==> config.mk <==
export PLATFORM = sky130hd
export DESIGN_NAME = lcd_refresh_ctrl
export DESIGN_NICKNAME = d
export VERILOG_FILES = /design/src/rtl/lcd_pkg.sv /design/src/rtl/lcd_byte_tx.sv /design/src/rtl/lcd_refresh_ctrl.sv
export SDC_FILE = /design/constraint.sdc
export NUM_CORES = 1
export LEC_CHECK = 0
export ABC_AREA = 1
export BUFFER_PORTS_ARGS = -buffer_cell sky130_fd_sc_hd__buf_2
export CORE_ASPECT_RATIO = 2
export CORE_MARGIN = 3
export CORE_UTILIZATION = 57
export DETAILED_ROUTE_END_ITERATION = 12
export PLACE_DENSITY = 0.76
export SETUP_SLACK_MARGIN = 0.1
export SLEW_MARGIN = 10
export SYNTH_ARGS = -nofsm -noshare
export SYNTH_HDL_FRONTEND = slang
export SYNTH_SLANG_ARGS = --single-unit
==> constraint.sdc <==
create_clock -name clk -period 2.5 [get_ports clk]
set_input_delay 0 -clock clk [delete_from_list [all_inputs] [get_ports clk]]
set_output_delay 0 -clock clk [all_outputs]
set_load 0.01 [all_outputs]
==> src/rtl/lcd_pkg.sv <==
// Shared command bytes, buffer fill character and sequencing-state encoding
// for the character-LCD refresh controller.
package lcd_pkg;

  localparam logic [7:0] LCD_FUNC_SET = 8'h38;
  localparam logic [7:0] LCD_DISP_ON  = 8'h0C;
  localparam logic [7:0] LCD_ENTRY    = 8'h06;
  localparam logic [7:0] LCD_CLEAR    = 8'h01;
  localparam logic [7:0] LCD_LINE1    = 8'h80;
  localparam logic [7:0] LCD_LINE2    = 8'hC0;
  localparam logic [7:0] LCD_SPACE    = 8'h20;

  typedef enum logic [3:0] {
    PWR_WAIT,
    FUNC_SET,
    DISP_ON,
    ENTRY,
    CLEAR,
    LINE1,
    CHAR1,
    LINE2,
    CHAR2
  } lcd_state_e;

endpackage

==> src/rtl/lcd_byte_tx.sv <==
// One-byte LCD strobe timer: setup cycle, PULSE_CYC cycles of lcd_e high, then the settle wait.
// Outputs registered, valid the cycle after start; done flags the last wait cycle; no backpressure.
module lcd_byte_tx
  import lcd_pkg::*;
#(
  parameter int unsigned PULSE_CYC = 50,
  parameter int unsigned CMD_CYC   = 5000,
  parameter int unsigned CLR_CYC   = 200000
) (
  input  logic       clk,
  input  logic       rst,
  input  logic       start,
  input  logic       rs,
  input  logic [7:0] data,
  input  logic       long_wait,
  output logic       lcd_e,
  output logic       lcd_rs,
  output logic [7:0] lcd_data,
  output logic       done
);

  logic        busy;
  logic        long_q;
  logic [31:0] cnt;
  logic [31:0] last_cnt;

  // cnt 0 is the setup cycle; the transfer ends on cnt == PULSE_CYC + wait
  assign last_cnt = long_q ? (PULSE_CYC + CLR_CYC) : (PULSE_CYC + CMD_CYC);
  assign done     = busy && (cnt == last_cnt);

  always_ff @(posedge clk or negedge rst) begin
    if (!rst) begin
      busy     <= 1'b0;
      long_q   <= 1'b0;
      cnt      <= '0;
      lcd_e    <= 1'b0;
      lcd_rs   <= 1'b0;
      lcd_data <= 8'h00;
    end else if (start) begin
      busy     <= 1'b1;
      long_q   <= long_wait;
      cnt      <= '0;
      lcd_e    <= 1'b0;
      lcd_rs   <= rs;
      lcd_data <= data;
    end else if (busy) begin
      if (done) begin
        busy <= 1'b0;
      end else begin
        cnt   <= cnt + 32'd1;
        lcd_e <= ((cnt + 32'd1) <= PULSE_CYC);
      end
    end
  end

endmodule

==> src/rtl/lcd_refresh_ctrl.sv <==
// LCD init sequence then endless two-line refresh from a 32-char buffer the core may write anytime.
// Power-up wait PWR_CYC cycles, then back-to-back byte transfers; writes never stall.
module lcd_refresh_ctrl
  import lcd_pkg::*;
#(
  parameter int unsigned PULSE_CYC = 50,
  parameter int unsigned CMD_CYC   = 5000,
  parameter int unsigned CLR_CYC   = 200000,
  parameter int unsigned PWR_CYC   = 2000000
) (
  input  logic       clk,
  input  logic       rst,
  input  logic       i_wr_en,
  input  logic [4:0] i_wr_addr,
  input  logic [7:0] i_wr_data,
  input  logic       i_clr,
  output logic       o_ready,
  output logic [7:0] lcd_data,
  output logic       lcd_e,
  output logic       lcd_rs,
  output logic       lcd_rw
);

  lcd_state_e        state;
  lcd_state_e        nxt_state;
  logic [3:0]        idx;
  logic [3:0]        nxt_idx;
  logic [31:0]       pwr_cnt;
  logic [31:0][7:0]  char_buf;

  logic              tx_start;
  logic              tx_rs;
  logic [7:0]        tx_data;
  logic              tx_long;
  logic              tx_done;
  logic [4:0]        rd_addr;
  logic [7:0]        rd_char;

  assign lcd_rw = 1'b0;

  always_ff @(posedge clk or negedge rst) begin
    if (!rst) begin
      char_buf <= {32{LCD_SPACE}};
    end else if (i_clr) begin
      char_buf <= {32{LCD_SPACE}};
    end else if (i_wr_en) begin
      char_buf[i_wr_addr] <= i_wr_data;
    end
  end

  always_ff @(posedge clk or negedge rst) begin
    if (!rst) begin
      state   <= PWR_WAIT;
      idx     <= '0;
      pwr_cnt <= '0;
      o_ready <= 1'b0;
    end else begin
      state <= nxt_state;
      idx   <= nxt_idx;
      if (state == PWR_WAIT && !tx_start) begin
        pwr_cnt <= pwr_cnt + 32'd1;
      end
      if (tx_start && nxt_state == LINE1) begin
        o_ready <= 1'b1;
      end
    end
  end

  // state names the byte currently on the bus; a new byte is chosen in the last wait cycle
  always_comb begin
    nxt_state = state;
    nxt_idx   = idx;
    tx_start  = 1'b0;
    if (state == PWR_WAIT) begin
      if (pwr_cnt == PWR_CYC - 1) begin
        tx_start  = 1'b1;
        nxt_state = FUNC_SET;
      end
    end else if (tx_done) begin
      tx_start = 1'b1;
      case (state)
        FUNC_SET: nxt_state = DISP_ON;
        DISP_ON:  nxt_state = ENTRY;
        ENTRY:    nxt_state = CLEAR;
        CLEAR:    nxt_state = LINE1;
        LINE1: begin
          nxt_state = CHAR1;
          nxt_idx   = '0;
        end
        CHAR1: begin
          if (idx == 4'd15) nxt_state = LINE2;
          else              nxt_idx   = idx + 4'd1;
        end
        LINE2: begin
          nxt_state = CHAR2;
          nxt_idx   = '0;
        end
        CHAR2: begin
          if (idx == 4'd15) nxt_state = LINE1;
          else              nxt_idx   = idx + 4'd1;
        end
        default: nxt_state = PWR_WAIT;
      endcase
    end
  end

  // Forward a same-edge clear/write so the byte reflects the buffer as it stands in the setup cycle
  always_comb begin
    rd_addr = {(nxt_state == CHAR2), nxt_idx};
    if (i_clr)                                 rd_char = LCD_SPACE;
    else if (i_wr_en && i_wr_addr == rd_addr)  rd_char = i_wr_data;
    else                                       rd_char = char_buf[rd_addr];

    tx_rs   = 1'b0;
    tx_data = 8'h00;
    tx_long = (nxt_state == CLEAR);
    case (nxt_state)
      FUNC_SET:     tx_data = LCD_FUNC_SET;
      DISP_ON:      tx_data = LCD_DISP_ON;
      ENTRY:        tx_data = LCD_ENTRY;
      CLEAR:        tx_data = LCD_CLEAR;
      LINE1:        tx_data = LCD_LINE1;
      LINE2:        tx_data = LCD_LINE2;
      CHAR1, CHAR2: begin
        tx_rs   = 1'b1;
        tx_data = rd_char;
      end
      default:      tx_data = 8'h00;
    endcase
  end

  lcd_byte_tx #(
    .PULSE_CYC (PULSE_CYC),
    .CMD_CYC   (CMD_CYC),
    .CLR_CYC   (CLR_CYC)
  ) u_byte_tx (
    .clk       (clk),
    .rst       (rst),
    .start     (tx_start),
    .rs        (tx_rs),
    .data      (tx_data),
    .long_wait (tx_long),
    .lcd_e     (lcd_e),
    .lcd_rs    (lcd_rs),
    .lcd_data  (lcd_data),
    .done      (tx_done)
  );

endmodule
# Word-level counts from Yosys, hierarchy flattened
# Index checks and enable logic that the tools add are counted.
dict set report word_totals {
  wordCells 117
  mem_count 0
  romBits 0
  mem_bits_rw 0
  input_bits 17
  latch_bits 0
  regBits 341
}
dict set report op_classes {
  n_reduce_logical 13
  shift 0
  bitwise 0
  div_mod_pow 0
  mux 34
  order_cmp 4
  eq_ne 21
  n_addsub 3
  n_mul 0
}
# operator count
set ops {}
lappend ops {{$mux W256} 2}
lappend ops {{$bwmux W256} 1}
lappend ops {{$mux W32} 3}
lappend ops {{$add A32 B1 Y32 const B} 2}
lappend ops {{$pmux W8 S7} 1}
lappend ops {{$bmux W8 S5} 1}
lappend ops {{$demux W8 S5} 1}
lappend ops {{$eq A32 B21 Y1 const B} 1}
lappend ops {{$eq A32 B32 Y1} 1}
lappend ops {{$eq A4 B3 Y1 const B} 8}
lappend ops {{$le A32 B6 Y1 const B} 1}
lappend ops {{$mux W4} 8}
lappend ops {{$mux W8} 4}
lappend ops {{$pmux W4 S8} 1}
lappend ops {{$mux W18} 1}
lappend ops {{$eq A4 B2 Y1 const B} 4}
lappend ops {{$eq A4 B4 Y1 const B} 3}
lappend ops {{$lt A5 B6 Y1 const B} 2}
lappend ops {{$mux W1} 10}
lappend ops {{$eq A4 B1 Y1 const B} 2}
lappend ops {{$pmux W4 S2} 1}
lappend ops {{$reduce_or A2 Y1} 3}
lappend ops {{$eq A5 B5 Y1} 1}
lappend ops {{$ge A5 B1 Y1 const B} 1}
lappend ops {{other kinds (7)} 12}

# Logic depth before layout (Yosys ltp)
# Gate-level depths: netlist of run 1.
dict set report logic_depth {
  depth_word 11
  depth_mapped 26
  mapped_depth_nobuf 25
}

# Modules after synthesis
# Synthesis of run 1 repeated with hierarchy kept, for this count alone.
dict set report unflattened {
  cells_unflattened 2238
  area_unflattened_um2 17692.0
}
# module cells_each n_inst area_per_inst_um2
set by_module_without_submodules {}
lappend by_module_without_submodules {lcd_refresh_ctrl 1788 1 14821.7}
lappend by_module_without_submodules {lcd_byte_tx 450 1 2870.3}

# Worst setup path after synthesis of run 1
# OpenSTA, ideal clock, no wires.
dict set report synth_path {
  path_kind {register to register}
  startpoint {register u_byte_tx.cnt[0]}
  endpoint {register u_byte_tx.lcd_data[4]}
  t_arrival_ps 2379
  required_time_ps 2382
  path_buffers 1
  path_stages_with_launch 25
  setup_slack_ps 3
  synth_period_minus_slack_ps 2497
  path_cell_list {dfrtp_1 > inv_1 > ha_1 > nand2_1 > nor2_1 > nand2_1 > nor2_2 > nand3_4 > nor2_8 > inv_2 > o21ai_2 > inv_2 > nor2_4 > nand2_2 > nand2_1 > nand2_2 > nor2_4 > inv_2 > buf_6 > nor2_2 > nor2_1 > nand2_1 > nand2_1 > nand2_1 > nand2_1}
}
dict set report synth_between {
  elab_chain_len 10
  word_cells_on_any_way 24
  cone_classes {10 x eq/ne; 11 x mux; 3 x reduce/logical}
}
# element line_no
set synth_lines {}
lappend synth_lines {{start: declaration} lcd_byte_tx.sv:24} ;# logic [31:0] cnt;
lappend synth_lines {{start signal: assignment} lcd_byte_tx.sv:50} ;# cnt <= cnt + 32'd1;
lappend synth_lines {{$eq A32 B32 Y1 (*)} lcd_byte_tx.sv:29} ;# assign done = busy && (cnt == last_cnt);
lappend synth_lines {{$logic_and A1 B1 Y1 (*)} lcd_byte_tx.sv:29}
lappend synth_lines {{$mux W4 (*)} lcd_refresh_ctrl.sv:79} ;# end else if (tx_done) begin
lappend synth_lines {{$mux W4 (*)} lcd_refresh_ctrl.sv:74} ;# if (state == PWR_WAIT) begin
lappend synth_lines {{named net nxt_state[1]} lcd_refresh_ctrl.sv:25} ;# lcd_state_e nxt_state;
lappend synth_lines {{$eq A4 B4 Y1} {lcd_refresh_ctrl.sv:109, lcd_refresh_ctrl.sv:117}}
lappend synth_lines {{$bmux W8 S5 or $eq A5 B5 Y1 (tied branches)} {lcd_refresh_ctrl.sv:112, lcd_refresh_ctrl.sv:111}}
lappend synth_lines {{$mux W8 (implied by the code) or $logic_and A1 B1 Y1 (tied branches)} {lcd_refresh_ctrl.sv:112, lcd_refresh_ctrl.sv:111}}
lappend synth_lines {{$mux W8} lcd_refresh_ctrl.sv:111} ;# else if (i_wr_en && i_wr_addr == rd_addr) rd_char = i_wr_data;
lappend synth_lines {{$mux W8} lcd_refresh_ctrl.sv:110} ;# if (i_clr) rd_char = LCD_SPACE;
lappend synth_lines {{$pmux W8 S7 (*)} lcd_refresh_ctrl.sv:117} ;# case (nxt_state)
lappend synth_lines {{end signal: assignment} lcd_byte_tx.sv:45} ;# lcd_data <= data;
lappend synth_lines {{end: declaration} lcd_byte_tx.sv:18} ;# output logic [7:0] lcd_data,
# Mark *: on every way through the listed nets, which the timed path passes. The rest lies on a longest branch. The select of a mux whose other input is x is not followed.
# A chain may end at the register's enable or synchronous reset.

# Worst setup path in the final report of run 1
dict set report layout_path {
  startpoint {register u_byte_tx.cnt[30]}
  endpoint {register u_byte_tx.lcd_data[1]}
}
dict set report layout_between {
  elab_chain_len 10
  word_cells_on_any_way 24
  cone_classes {10 x eq/ne; 11 x mux; 3 x reduce/logical}
}
# element line_no
set layout_lines {}
lappend layout_lines {{$eq A32 B32 Y1 (*)} lcd_byte_tx.sv:29}
lappend layout_lines {{$logic_and A1 B1 Y1 (*)} lcd_byte_tx.sv:29}
lappend layout_lines {{$mux W4} lcd_refresh_ctrl.sv:79}
lappend layout_lines {{$mux W4} lcd_refresh_ctrl.sv:74}
lappend layout_lines {{$eq A4 B4 Y1} {lcd_refresh_ctrl.sv:109, lcd_refresh_ctrl.sv:117}}
lappend layout_lines {{$bmux W8 S5 or $eq A5 B5 Y1 (tied branches)} {lcd_refresh_ctrl.sv:112, lcd_refresh_ctrl.sv:111}}
lappend layout_lines {{$mux W8 (implied by the code) or $logic_and A1 B1 Y1 (tied branches)} {lcd_refresh_ctrl.sv:112, lcd_refresh_ctrl.sv:111}}
lappend layout_lines {{$mux W8} lcd_refresh_ctrl.sv:111}
lappend layout_lines {{$mux W8} lcd_refresh_ctrl.sv:110}
lappend layout_lines {{$pmux W8 S7} lcd_refresh_ctrl.sv:117}
# Mark *: on every way between the ends. The rest lies on a longest branch, timed or not. The select of a mux whose other input is x is not followed.

==> results of run 1 <==
==> registers in the layout (all words and copies together), names as in the netlist <==
name,flops
char_buf,256
pwr_cnt,32
u_byte_tx.cnt,32
u_byte_tx.lcd_data,8
idx,4
state,4
o_ready,1
u_byte_tx.busy,1
u_byte_tx.lcd_e,1
u_byte_tx.lcd_rs,1
u_byte_tx.long_q,1
==> layout make-up <==
type,instances,area share
sequential,341,0.384
multi-input combinational,1550,0.374
timing repair buffer,336,0.130
clock buffer,48,0.0445
inverter,244,0.0423
tap,368,0.0206
clock inverter,10,0.00420
timing repair inverter,1,0.000504
antenna,1,0.000112
==> routing by layer <==
metal,vias up,global-route usage,part of all wire
met3,377,0.0608,0.062
met5,-,0,0
li1,8090,-,-
met1,8381,0.375,0.33
met2,886,0.617,0.51
met4,0,0.296,0.099
==> where the power goes <==
part           leakage, nW  switching (W)  internal [W]
Sequential            4.59      0.0000338       0.00561
Clock                0.540        0.00222       0.00289
Combinational         4.99       0.000445      0.000136
Total                 10.1        0.00270       0.00864
==> worst max path at each step <==
| stage | slack [ns] | from | endpoint |
|---|---|---|---|
| 6_report | -0.54 | u_byte_tx.cnt[30]$_DFFE_PN0P_ | u_byte_tx.lcd_data[1]$_DFFE_PN0N_ |
| 5_1_grt | -0.72 | u_byte_tx.cnt[0]$_DFFE_PN0P_ | u_byte_tx.lcd_data[1]$_DFFE_PN0N_ |
| 4_1_cts | -0.39 | u_byte_tx.cnt[0]$_DFFE_PN0P_ | u_byte_tx.lcd_data[1]$_DFFE_PN0N_ |
| 3_5_place_dp | -0.46 | u_byte_tx.long_q$_DFFE_PN0N_ | u_byte_tx.lcd_data[3]$_DFFE_PN0N_ |
| 3_3_place_gp | -0.45 | u_byte_tx.cnt[0]$_DFFE_PN0P_ | u_byte_tx.lcd_data[5]$_DFFE_PN0N_ |
| 2_1_floorplan | 0.03 | u_byte_tx.cnt[0]$_DFFE_PN0P_ | u_byte_tx.lcd_data[4]$_DFFE_PN0N_ |
==> worst max-delay path: stages, from the launching register on <==
cell	delay (ns)
dfrtp_1	0.41
inv_1	0.08
nand2_1	0.13
nor3_1	0.21
nand2_1	0.11
nor2_2	0.15
buf_4	0.13
nand4_1	0.14
nand2_4	0.19
buf_12	0.19
buf_4	0.18
o211ai_1	0.14
nand3_1	0.13
nand3_1	0.11
nand3_1	0.16
nand3_1	0.13
nand2_1	0.13
nand2_2	0.07
nand2_1	0.06
nand2_1	0.06
==> kinds of logic after synthesis <==
family | count (synthesis) | synth area share
AOI/OAI and AO/OA | 407 | 0.130
xor gates and xnor gates | 59 | 0.0292
adders and majority gates | 5 | 0.00353
buffers and inverters | 365 | 0.0819
DFF | 341 | 0.484
other | 1 | 0.000212
and+or+nand+nor | 1077 | 0.271
==> through the flow <==
stage	setup WS (ns)	area, µm²	hold slack [ns]
global placement	-0.451	20000	0.00447
global route	-0.723	22400	0.0836
detailed placement	-0.465	20000	0.000618
CTS	-0.389	21600	0.0267
finish	-0.541	22400	0.0321
floorplan	0.0265	17700	-0.296
==> timing repair <==
item	in CTS	in global routing
setup buffers	8	17
resized for setup	74	115
pin swaps	18	41
endpoints found under the hold margin	296	0
cloned	4	5
hold buffers	10	0
endpoints found under the setup margin	28	55
==> synthesized netlist by cell type, drive strengths merged <==
| cell type | n |
|---|---|
| nand2 | 514 |
| nand3 | 345 |
| dfrtp | 309 |
| inv | 242 |
| o21ai | 229 |
| nor2 | 116 |
| o22ai | 92 |
| clkbuf | 62 |
| buf | 59 |
| xor2 | 51 |
| o211ai | 49 |
| nor3 | 44 |
| nand4 | 34 |
| dfstp | 32 |
| a21oi | 29 |
| nor4 | 13 |
| nand3b | 10 |
| xnor2 | 8 |
| ha | 5 |
| a31oi | 4 |
| clkinv | 2 |
| a31o | 1 |
| and2 | 1 |
| conb | 1 |
| o211a | 1 |
| o221ai | 1 |
| o32ai | 1 |
==> flow_summary.toml, run 1 <==
[status]
outcome = "complete, but fails checks"
violations = "negative setup slack"

[synth]
synthDistinctLibCells = 41
synth.net_count = 2277
synthCells = 2255
ys_warn_count = 0
synth_seq_cells = 341
synth_top_area_frac = 0.437
synth.area.top_cells = "dfrtp_1 44%, nand2_1 11%, nand3_1 9.7%"
seq_area_frac_synth = 0.484
netlist_area_um2 = 17700
synth_area_per_cell_um2 = 7.85
yosys.area.top_type = "dfrtp_1"

[sta]
drv_slew = 0
post-route-min-period_ns = 3.04
worstMarginPinSlew_ns = 0.655
fin_crit_sh = 1.22
timing.final.ws_setup_ns = -0.541
skew_ns = 0.0134
finalSetupViolations = 9
fmax_ghz = 0.329
slew_headroom = 0.560
hold_violations = 0
rsz0062_at_grt = "yes"
final.setup.tns_ns = -4.13

[placement]
numPortBuffers = 27
hpwl_mm = 40.3
dp.cells = 2798
gp_congestion = 0.984

[route]
drc = 0
vias_per_cell = 6.12
ant_nets = 0
vias = 17700
wl_per_cell_um = 20.9
dr.first_iter.drc_count = 1519
drtPass1Iterations = 6
drt_wl_total_mm = 60.5

[clocking]
insertion_delay_ns = 0.53
cts_max_path_buffers = 3
clkTransAtPathRegs_ns = 0.06
htreeDepth = 2
cts_root_buffer = "clkbuf_16"
cts_buffers = 34
cts_sinks = 341
cts_tree = "done"

[worst_setup_path]
arrival_ns = 3.46
end_kind = "flop"
r2r_start = "u_byte_tx.cnt[30]$_DFFE_PN0P_"
r2r_end = "u_byte_tx.lcd_data[1]$_DFFE_PN0N_"
crit_type = "reg -> reg"
cp.required_ns = 2.91
cp_max_fo = 16
crit_path_start_kind = "flop"
ff2ff_setup_slack_ns = -0.54
reg2reg_depth = 19

[floorplanning]
die_height_um = 255
pin_count = 29
dieArea_um2 = 33400
dieWidth_um = 131
num_rows = 90
initial_utilization = 0.583
core_area_um2 = 30400

[min_path]
hp-class = "in -> async"

[cells_and_area]
drive_above_1_share = 0.222
seqCellArea_um2 = 8570
layout_common_cells = "492 x nand2_1, 315 x nand3_1, 309 x dfrtp_1, 254 x buf_4"
instances_no_fill = 2899
layout_commonest_cell = "nand2_1"
fillers = 2250
multi_input_area_um2 = 8360
nets = 2530
postLayoutCoreUtil = 0.735
area_delta_synth_final_pct = 26.2

[grt]
grt_pass1_wl_mm = 92.6
grt_use_total = 0.359
grt_pass1_vias = 17700
grt_overflow_total = 0
grt_start_max_net_pins = 74
grt_antenna_before_repair = 0

[pwr]
vdd_ir_drop_max_v = 0.000609
p_leak_nw = 10.1
total_power_w = 0.0113
p_per_area_nw_per_um2 = 507

[flow_run]
cap_violations = 0
No activity file was read; power rests on OpenSTA's default activity.
==> inputs of run 2 (changes only) <==
SKIP_LAST_GASP = 1   (was not set)
SYNTH_HIERARCHICAL = 1   (was not set)
==> run 2 against run 1 <==
  * The run still ends with negative setup slack left
  * Wire length is 2.2% lower
  * Register-to-register slack worse by 0.15 ns
  * Count of clock-buffer cells in the layout stayed put
==> flow_summary.toml, run 2 <==
[floorplanning]
dieWidth_um = 131
pin_count = 29
dieArea_um2 = 33300
die_height_um = 255
core_area_um2 = 30400
num_rows = 90
initial_utilization = 0.582

[grt]
grt_pass1_wl_mm = 89.6
grt_use_total = 0.345
grt_overflow_total = 0
grt_antenna_before_repair = 2
grt_pass1_vias = 17200
grt_start_max_net_pins = 84

[pwr]
p_clk_frac = 0.476
seqPwrFrac = 0.473
internal_power_w = 0.00918
switching_power_w = 0.00274
p_per_area_nw_per_um2 = 544
switching_share = 0.230
vdd_ir_drop_max_v = 0.000734
power_frac_comb = 0.050
p_leak_nw = 9.78

[clocking]
htreeDepth = 2
cts_sinks = 341
cts_max_path_buffers = 3
insertion_delay_ns = 0.55
cts_root_buffer = "clkbuf_16"
clkTransAtPathRegs_ns = 0.06
cts_buffers = 34
cts_tree = "done"

[cells_and_area]
reg_top3 = "char_buf: 256 flops, pwr_cnt: 32 flops, u_byte_tx/cnt: 32 flops"
layout_commonest_cell = "nand2_1"
fin_area_um2 = 21900
regMostFlops = "char_buf"
nets = 2449
drive_above_1_share = 0.199
largest_reg_flops = 256
layout_common_cells = "521 x nand2_1, 309 x dfrtp_1, 246 x nand3_1, 242 x inv_1, 180 x o21ai_0"
area_delta_synth_final_pct = 23.9

[sta]
worstMarginPinSlew_ns = 0.715
skew_ns = 0.0350
slew_headroom = 0.520
finalSetupViolations = 31
fmax_ghz = 0.313
fin_crit_sh = 1.28
drv_slew = 0
hold_violations = 0
post-route-min-period_ns = 3.19
timing.final.ws_setup_ns = -0.695
rsz0062_at_grt = "yes"
hold_slack_ns = 0.0255

[synth]
synth_ff_type = "dfrtp_1"
yosys.area.top_type = "dfrtp_1"
synth_xor_area_frac = 0.0158
yosys.area_share.adder = 0.00354
synthDistinctLibCells = 45
yosysMostFrequentCell = "nand2_1"
synth_top_area_frac = 0.437
synth_compound_area_frac = 0.148
netlist_area_um2 = 17700
synth_common_cells = "534 x nand2_1, 309 x dfrtp_1, 293 x nand3_1"
seq_area_frac_synth = 0.485
synthCells = 2238
yosys.area_share.simple = 0.264
synth_top_family_by_area = "simple AND/OR/NAND/NOR gates"
ys_warn_count = 6
synth_edf_count = 0
synth.net_count = 2260
synth.area.top_cells = "dfrtp_1 44%, nand2_1 11%, nand3_1 8.3%"
async_flop_share = 1.00
synth_area_per_cell_um2 = 7.91
synth_seq_cells = 341
synthMuxAreaShare = 0

[worst_setup_path]
ff2ff_setup_slack_ns = -0.69
cp.required_ns = 2.95
crit_type = "reg -> reg"
end_kind = "flop"
r2r_end = "u_byte_tx/lcd_data[7]$_DFFE_PN0P_"
cp_max_fo = 6
reg2reg_depth = 21
r2r_start = "u_byte_tx/cnt[29]$_DFFE_PN0P_"
max_stage_delay_ns = 0.41
critical_path.slowest_cell = "dfrtp_1"
arrival_ns = 3.64
path_cells = "nor2_4 -> nand4_1 -> nor2_2 -> nand3_2 -> nor2_4 -> buf_6 -> nand3_4 -> nand2_8 -> nand2_8 -> buf_16 -> buf_8 -> buf_4 -> o211ai_1 -> nand3_1 -> nand3_1 -> nand3_2 -> nand3_2 -> nand2_1 -> nand2_1 -> nand2_1 -> nand2_1"
crit_path_start_kind = "flop"
crit_top_cell = "nand2_1"

[route]
wl_per_cell_um = 21.0
vias_per_cell = 6.19
drt_wl_total_mm = 59.2
ant_nets = 0
drc = 0
vias = 17500
drtPass1Iterations = 6
dr.first_iter.drc_count = 1624

[flow_run]
cap_violations = 0

[status]
outcome = "complete, but fails checks"
violations = "negative setup slack"

[min_path]
worstHoldPathCells = 7
hp-class = "in -> reg"
min_to = "u_byte_tx/lcd_data[4]$_DFFE_PN0P_"
min_from = "i_wr_data[4]"

[placement]
numPortBuffers = 27
gp_congestion = 0.999
dpl_cell_area_um2 = 19500
hpwl_mm = 39.4
==> run 2: cell families after synthesis <==
group | Yosys count
simple gates | 1046
compound gates | 438
buf+inv | 375
flops | 341
xor+xnor | 32
fa+ha+maj | 5
other cells | 1
==> run 2: metal layers <==
metal	wire [µm]	vias up	GRT usage
met1	19700	8310	0.384
met5	0	-	0
met4	5310	0	0.249
met2	29900	889	0.593
li1	-	7915	-
met3	4300	344	0.0501
==> run 2: worst max path at each step <==
stage                                  start                                end  slack, ns  depth (start not counted)
3_5_place_dp   u_byte_tx/cnt[29]$_DFFE_PN0P_  u_byte_tx/lcd_data[1]$_DFFE_PN0P_      -0.58                         21
3_3_place_gp    u_byte_tx/cnt[0]$_DFFE_PN0P_  u_byte_tx/lcd_data[2]$_DFFE_PN0P_      -0.60                         22
6_report       u_byte_tx/cnt[29]$_DFFE_PN0P_  u_byte_tx/lcd_data[7]$_DFFE_PN0P_      -0.69                         21
4_1_cts         u_byte_tx/cnt[0]$_DFFE_PN0P_  u_byte_tx/lcd_data[0]$_DFFE_PN0P_      -0.51                         23
5_1_grt        u_byte_tx/cnt[29]$_DFFE_PN0P_  u_byte_tx/lcd_data[7]$_DFFE_PN0P_      -0.85                         21
2_1_floorplan   u_byte_tx/cnt[0]$_DFFE_PN0P_  u_byte_tx/lcd_data[0]$_DFFE_PN0P_      -0.14                         24
==> run 2: critical path: cells and delay by family (launching register included) <==
family,cells,cell delay (ns)
flip-flops,1,0.41
buffers and inverters,4,0.56
AO/OA/AOI/OAI,1,0.24
AND/OR/NAND/NOR,16,1.92
==> run 2: timing repair <==
action	CTS	global route
setup buffers	12	13
hold buffers	10	0
pin swaps	19	56
hold endpoints to repair	180	0
endpoints found under the setup margin	52	59
gates resized for setup	35	107
cloned	4	10
==> run 2: final cells by class <==
| cell class | count | area (µm²) |
|---|---|---|
| tap | 368 | 460 |
| antenna | 2 | 5.00 |
| sequential | 341 | 8570 |
| multi-input combinational | 1525 | 8140 |
| fill | 2330 | 8480 |
| inverter | 258 | 977 |
| timing repair buffer | 267 | 2520 |
| clock inverter | 13 | 248 |
| clock buffer | 48 | 993 |
==> run 2: power groups by stage <==
stage	Combinational (W)	Clock, W	Sequential, W
6_report	0.000601	0.00568	0.00564
5_1_grt	0.000653	0.00593	0.00564
4_1_cts	0.000579	0.00572	0.00564
3_5_place_dp	0.000563	0	0.00574
3_3_place_gp	0.000554	0	0.00574
2_1_floorplan	0.000256	0	0.00573
==> run 2: stage by stage <==
stage	power [W]	TNS (ns)	instances	setup WS [ns]	utilization
floorplan	0.00599	-0.774	2238	-0.137	-
global placement	0.00629	-4.57	2710	-0.605	0.642
detailed placement	0.00630	-4.38	2710	-0.585	0.642
CTS	0.0119	-4.01	2797	-0.514	0.697
global route	0.0122	-9.33	2820	-0.848	0.721
finish	0.0119	-5.64	2822	-0.695	0.721
